[config.mk]
export PLATFORM = sky130hd
export DESIGN_NAME = dcnn_mem_master
export DESIGN_NICKNAME = d
export VERILOG_FILES = /design/src/rtl/dcnn_mem_pkg.sv /design/src/rtl/dcnn_sync_fifo.sv /design/src/rtl/dcnn_mem_master.sv
export SDC_FILE = /design/constraint.sdc
export NUM_CORES = 1
export LEC_CHECK = 0
export CORE_MARGIN = 3
export CORE_UTILIZATION = 54
export CTS_BUF_LIST = sky130_fd_sc_hd__clkbuf_8
export DETAILED_ROUTE_END_ITERATION = 6
export PLACE_DENSITY = 0.83
export SYNTH_ARGS = -nofsm -noshare
export SYNTH_HDL_FRONTEND = slang
export SYNTH_SLANG_ARGS = --single-unit
[constraint.sdc]
create_clock -name clk -period 4.7 [get_ports clk]
set_clock_uncertainty 0.05 [all_clocks]
set_input_delay 0.94 -clock clk [delete_from_list [all_inputs] [get_ports clk]]
set_output_delay 0.94 -clock clk [all_outputs]
set_load 0.005 [all_outputs]
[src/rtl/dcnn_mem_pkg.sv]
// rtl/dcnn_mem_pkg.sv - shared types and default widths for the DCNN memory master
package dcnn_mem_pkg;

    localparam int DEF_ADDR_W = 17;
    localparam int DEF_DATA_W = 32;
    localparam int DEF_LEN_W  = 17;

    typedef enum logic [2:0] {
        IDLE     = 3'd0,
        RD       = 3'd1,
        RD_DRAIN = 3'd2,
        WR       = 3'd3,
        WR_FLUSH = 3'd4,
        DONE     = 3'd5
    } state_t;

endpackage

[src/rtl/dcnn_sync_fifo.sv]
// rtl/dcnn_sync_fifo.sv - first-word-fall-through read-return buffer with occupancy count
module dcnn_sync_fifo #(
    parameter int DEPTH  = 4,
    parameter int DATA_W = 32,
    localparam int CNT_W = $clog2(DEPTH + 1)
) (
    input  logic              clk,
    input  logic              reset,
    input  logic              push,
    input  logic [DATA_W-1:0] push_data,
    input  logic              pop,
    output logic [DATA_W-1:0] pop_data,
    output logic              empty,
    output logic [CNT_W-1:0]  count
);

    localparam int PTR_W = (DEPTH > 1) ? $clog2(DEPTH) : 1;

    logic [DATA_W-1:0] mem [DEPTH];
    logic [PTR_W-1:0]  wr_ptr;
    logic [PTR_W-1:0]  rd_ptr;
    logic [CNT_W-1:0]  count_q;

    // Pointers wrap explicitly so non-power-of-two depths also work.
    function automatic logic [PTR_W-1:0] ptr_inc(input logic [PTR_W-1:0] p);
        return (p == PTR_W'(DEPTH - 1)) ? '0 : p + PTR_W'(1);
    endfunction

    // Storage array: contents are don't-care until pushed, so no reset.
    always_ff @(posedge clk) begin
        if (push) begin
            mem[wr_ptr] <= push_data;
        end
    end

    // Pointer and occupancy tracking; push and pop together leave count unchanged.
    always_ff @(posedge clk or posedge reset) begin
        if (reset) begin
            wr_ptr  <= '0;
            rd_ptr  <= '0;
            count_q <= '0;
        end else begin
            if (push) begin
                wr_ptr <= ptr_inc(wr_ptr);
            end
            if (pop) begin
                rd_ptr <= ptr_inc(rd_ptr);
            end
            case ({push, pop})
                2'b10:   count_q <= count_q + CNT_W'(1);
                2'b01:   count_q <= count_q - CNT_W'(1);
                default: count_q <= count_q;
            endcase
        end
    end

    assign pop_data = mem[rd_ptr];
    assign empty    = (count_q == '0);
    assign count    = count_q;

endmodule

[src/rtl/dcnn_mem_master.sv]
// rtl/dcnn_mem_master.sv - Avalon-MM block mover between on-chip RAM and DCNN streams
module dcnn_mem_master
    import dcnn_mem_pkg::*;
#(
    parameter int ADDR_W       = DEF_ADDR_W,
    parameter int DATA_W       = DEF_DATA_W,
    parameter int LEN_W        = DEF_LEN_W,
    parameter int READ_LATENCY = 1,
    parameter int FIFO_DEPTH   = 4
) (
    input  logic                clk,
    input  logic                reset,
    input  logic                cmd_valid,
    output logic                cmd_ready,
    input  logic                cmd_write,
    input  logic [ADDR_W-1:0]   cmd_addr,
    input  logic [LEN_W-1:0]    cmd_len,
    output logic                done,
    output logic                src_valid,
    input  logic                src_ready,
    output logic [DATA_W-1:0]   src_data,
    input  logic                snk_valid,
    output logic                snk_ready,
    input  logic [DATA_W-1:0]   snk_data,
    output logic [ADDR_W-1:0]   avm_address,
    output logic [DATA_W/8-1:0] avm_byteenable,
    output logic                avm_chipselect,
    output logic                avm_read,
    output logic                avm_write,
    output logic [DATA_W-1:0]   avm_writedata,
    input  logic [DATA_W-1:0]   avm_readdata,
    input  logic                avm_waitrequest
);

    localparam int CNT_W = $clog2(FIFO_DEPTH + 1);
    localparam int CRD_W = CNT_W + 1;

    state_t                  state;
    state_t                  state_next;
    logic [ADDR_W-1:0]       addr;
    logic [LEN_W-1:0]        remaining;
    logic [CNT_W-1:0]        outstanding;
    logic [READ_LATENCY-1:0] rd_pipe;
    logic                    wr_busy;
    logic [ADDR_W-1:0]       wr_addr;
    logic [DATA_W-1:0]       wr_data;
    logic [CNT_W-1:0]        fifo_count;
    logic                    fifo_empty;
    logic                    cmd_fire;
    logic                    credit_ok;
    logic                    rd_accept;
    logic                    rd_return;
    logic                    wr_accept;
    logic                    snk_fire;
    logic                    src_pop;

    // Words already in the FIFO plus reads still in flight may never exceed the
    // FIFO depth, so every read return is guaranteed a free slot.
    assign credit_ok = (CRD_W'(fifo_count) + CRD_W'(outstanding)) < CRD_W'(FIFO_DEPTH);

    assign avm_read  = (state == RD) && (remaining != '0) && credit_ok;
    assign rd_accept = avm_read && !avm_waitrequest;
    assign rd_return = rd_pipe[READ_LATENCY-1];

    assign wr_accept = wr_busy && !avm_waitrequest;
    assign snk_ready = (state == WR) && (!wr_busy || !avm_waitrequest) && (remaining != '0);
    assign snk_fire  = snk_valid && snk_ready;

    assign src_valid = !fifo_empty;
    assign src_pop   = src_valid && src_ready;
    assign cmd_fire  = cmd_ready && cmd_valid;

    assign avm_write      = wr_busy;
    assign avm_writedata  = wr_data;
    assign avm_address    = wr_busy ? wr_addr : addr;
    assign avm_chipselect = avm_read | avm_write;
    assign avm_byteenable = '1;

    dcnn_sync_fifo #(
        .DEPTH  (FIFO_DEPTH),
        .DATA_W (DATA_W)
    ) u_rd_fifo (
        .clk       (clk),
        .reset     (reset),
        .push      (rd_return),
        .push_data (avm_readdata),
        .pop       (src_pop),
        .pop_data  (src_data),
        .empty     (fifo_empty),
        .count     (fifo_count)
    );

    // State register.
    always_ff @(posedge clk or posedge reset) begin
        if (reset) begin
            state <= IDLE;
        end else begin
            state <= state_next;
        end
    end

    // Next-state and handshake outputs; drain exits on the final pop so done follows it directly.
    always_comb begin
        state_next = state;
        cmd_ready  = 1'b0;
        done       = 1'b0;
        case (state)
            IDLE: begin
                cmd_ready = 1'b1;
                if (cmd_valid) begin
                    if (cmd_len == '0) begin
                        state_next = DONE;
                    end else if (cmd_write) begin
                        state_next = WR;
                    end else begin
                        state_next = RD;
                    end
                end
            end
            RD: begin
                if (rd_accept && (remaining == LEN_W'(1))) begin
                    state_next = RD_DRAIN;
                end
            end
            RD_DRAIN: begin
                if ((outstanding == '0) &&
                    (fifo_empty || ((fifo_count == CNT_W'(1)) && src_pop))) begin
                    state_next = DONE;
                end
            end
            WR: begin
                if (snk_fire && (remaining == LEN_W'(1))) begin
                    state_next = WR_FLUSH;
                end
            end
            WR_FLUSH: begin
                if (wr_accept) begin
                    state_next = DONE;
                end
            end
            DONE: begin
                done       = 1'b1;
                state_next = IDLE;
            end
            default: state_next = IDLE;
        endcase
    end

    // Address/length bookkeeping: one word per accepted read or accepted sink beat.
    always_ff @(posedge clk or posedge reset) begin
        if (reset) begin
            addr      <= '0;
            remaining <= '0;
        end else if (cmd_fire) begin
            addr      <= cmd_addr;
            remaining <= cmd_len;
        end else if (rd_accept || snk_fire) begin
            addr      <= addr + ADDR_W'(1);
            remaining <= remaining - LEN_W'(1);
        end
    end

    // Read latency pipe and in-flight count; a reset drops any returns still in the pipe.
    always_ff @(posedge clk or posedge reset) begin
        if (reset) begin
            rd_pipe     <= '0;
            outstanding <= '0;
        end else begin
            rd_pipe[0] <= rd_accept;
            for (int i = 1; i < READ_LATENCY; i++) begin
                rd_pipe[i] <= rd_pipe[i-1];
            end
            outstanding <= outstanding + CNT_W'(rd_accept) - CNT_W'(rd_return);
        end
    end

    // One-entry write register; it refills in the same cycle the slave takes the old word.
    always_ff @(posedge clk or posedge reset) begin
        if (reset) begin
            wr_busy <= 1'b0;
            wr_addr <= '0;
            wr_data <= '0;
        end else if (snk_fire) begin
            wr_busy <= 1'b1;
            wr_addr <= addr;
            wr_data <= snk_data;
        end else if (wr_accept) begin
            wr_busy <= 1'b0;
        end
    end

endmodule
==> run summary <==
CTS clk-pin slew, worst paths = 0.06 ns
n_diodes = 0
Die Span X = 142.8 um
most common cell in the netlist = edfxtp_1
status = completed
max_slew headroom = 37.92%
die footprint = 0.02040 mm^2
Peak VDD IR = 0.3349 mV
Crit. End Element = output pin
Startpoint Class = register
drt drc = 0
layout cells sized above 1 = 19.96%
Synth top cells by count = edfxtp_1 (128), dfrtp_1 (98), mux2_2 (56)
Final GP Congestion = 0.8628
post-synthesis sequential element count = 226
DP Area = 0.01222 mm^2
final setup TNS = 0 ns
Setup WS post-layout = 0.7251 ns
Max-cap violations = 0
Worst R2R Start = avm_write
core area = 0.01815 mm^2
Setup Buffers After CTS = 0
io pins = 197
pre-CTS setup slack = 1.091 ns
Overflow after GRT = 0
Initial DRC Count = 364
Yosys warning total = 0
FF-to-FF End = wr_addr[6]
Reg2Reg Setup Slack = 1.75 ns
Final ANT Viol Nets = 0
clock tree from TritonCTS = yes
antenna violations before repair = 0
Worst Hold Class = register to register
largest area contributor in the netlist = edfxtp_1
CTS Sinks = 226
Async SR Flop Fraction = 43.36%
DP HPWL = 15250 um
DR vias/cell = 5.762
main flop type after synthesis = edfxtp_1
hold path cells = 1
Cell variety after synth = 61
Avg WL per Cell = 19.56 um
gr usage total = 21.51%
Routed WL = 22120 um
largest net degree at the start of global routing = 50
# nets final = 998
sequential fraction of the synthesis area = 62.27%
RSZ-0062 raised after global routing = no
post-route design area = 0.01294 mm^2
crit path max fanout = 11
WHS Endpoint = wr_addr[3]
Rows = 49
Worst Path Required = 3.71 ns
Critical Path AT = 2.98 ns
Starting Density = 55.72%
Mean Syn Cell Area = 15.20 um^2
CP Class = register to output pin
Cell Pwr Density = 570.4 mW/mm^2
fin crit share = 84.57%
fin. max-slew vios = 0
Min Hold Slack = 0.4528 ns
worst-skew pair later-pin latency = 0.53 ns
final setup violation count = 0
Worst-Margin Slew = 0.9313 ns
Root Driver = clkbuf_8
top cell type's share of synthesized area = 38.02%
Die Y-Extent = 142.8 um
Pleak = 4.705 nW
CTS Buffer Depth = 3
area growth from synthesis to layout = 27.97%
H-tree depth = 2
fmax = 0.2516 GHz
Min-Delay Startpoint = wr_addr[3]
Cell Area, Synth = 0.01011 mm^2
Final Critical Period = 3.975 ns
Post-CTS Resized = 0
first-pass GRT wire length = 34770 um
routed vias = 6517
CTS Buf Count = 38
vias in the first global route = 6695
hold buffers post-CTS = 0
Post-Syn Instances = 665
EDFF count, synth = 128
iteration count of the initial detailed-routing pass = 5
Synth area leaders = edfxtp_1 (38%), dfrtp_1 (24%), mux4_2 (7.1%)
IO Port Bufs = 192
Fin. Hold Viols = 0
Worst Reg2Reg Path Length in Cells = 5
-- report_power, final --
group | switching (W) | internal, W
clock network | 0.000768 | 0.000888
logic | 0.00108 | 0.00165
registers | 0.000459 | 0.00254
-- cell usage in the layout (no fill, tap or decap), types with 11 or more instances in the layout --
master / synthesis / layout
clkdlybuf4s50_1: 0 / 192
edfxtp_1: 128 / 128
dfrtp_1: 98 / 97
mux2_2: 56 / 56
nand2_1: 39 / 39
clkbuf_8: 0 / 39
mux4_2: 32 / 32
inv_1: 18 / 24
nor2_1: 22 / 22
nand3_1: 19 / 19
o21ai_0: 19 / 19
ha_1: 18 / 18
nor3_1: 13 / 12
xnor2_1: 12 / 12
o211ai_1: 12 / 12
and2_1: 11 / 11
clkinv_1: 0 / 11
buf_4: 6 / 11
-- cell type report --
type	instances	area, um^2
clock buffer	39	536.8
clock inverter	29	181.4
fill	1154	5209
inverter	18	68.82
multi-input combinational	387	3563
sequential	226	6297
tap	229	286.5
timing repair buffer	203	2004
-- worst max-delay path by stage --
stage / to / cells past startpoint / slack (ns) / startpoint
after CTS: snk_ready / 6 / 0.75 / remaining[0]
after floorplan: addr[0] / 1 / 1.15 / reset
after global placement: outstanding[2] / 9 / 1.18 / avm_waitrequest
final: snk_ready / 6 / 0.73 / remaining[0]
after detailed placement: outstanding[2] / 9 / 1.09 / avm_waitrequest
after global routing: snk_ready / 6 / 0.64 / remaining[1]
-- flip-flops by register name (all words and copies together) (netlist names), 2 cells and up --
signal            count
state                 3
u_rd_fifo.rd_ptr      2
avm_writedata        32
wr_addr              17
addr                 17
u_rd_fifo.mem       128
outstanding           3
u_rd_fifo.wr_ptr      2
u_rd_fifo.count       3
remaining            17
-- per-stage QoR --
stage                     power, W  util [%]  instances
after floorplan           0.004478         -        668
after global placement    0.005647     67.34       1063
after detailed placement  0.005771     67.34       1063
after CTS                 0.007459     71.30       1131
after global routing      0.007812     71.30       1131
final                     0.007380     71.30       1131
-- logic make-up (layout without fill, tap and decap cells) --
family	after synthesis	after routing	share of synthesized area [%]
other	1	4	0.03709
muxes	107	107	15.74
xor gates and xnor gates	22	22	1.906
AOI/OAI and AO/OA	75	75	5.816
adders and majority gates	19	19	2.425
buffers and inverters	55	289	2.698
DFF	226	226	62.27
and+or+nand+nor	160	160	9.108
-- per-layer routing --
| metal | vias up | track usage, % | share of wire [%] |
|---|---|---|---|
| li1 | 2972 | - | - |
| met1 | 3233 | 29.63 | 42 |
| met2 | 270 | 34.92 | 50 |
| met3 | 42 | 4.153 | 6.5 |
| met4 | 0 | 7.104 | 2.2 |
| met5 | - | 0 | 0 |
-- worst max-delay path, stage by stage (launching register included) --
cell and delay, ns:
dfrtp_1 0.47, inv_1 0.12, ha_1 0.19, nor4b_1 0.30
nand4_1 0.52, and3_1 0.41, clkdlybuf4s50_1 0.45
No activity file was read; power rests on OpenSTA's default activity.
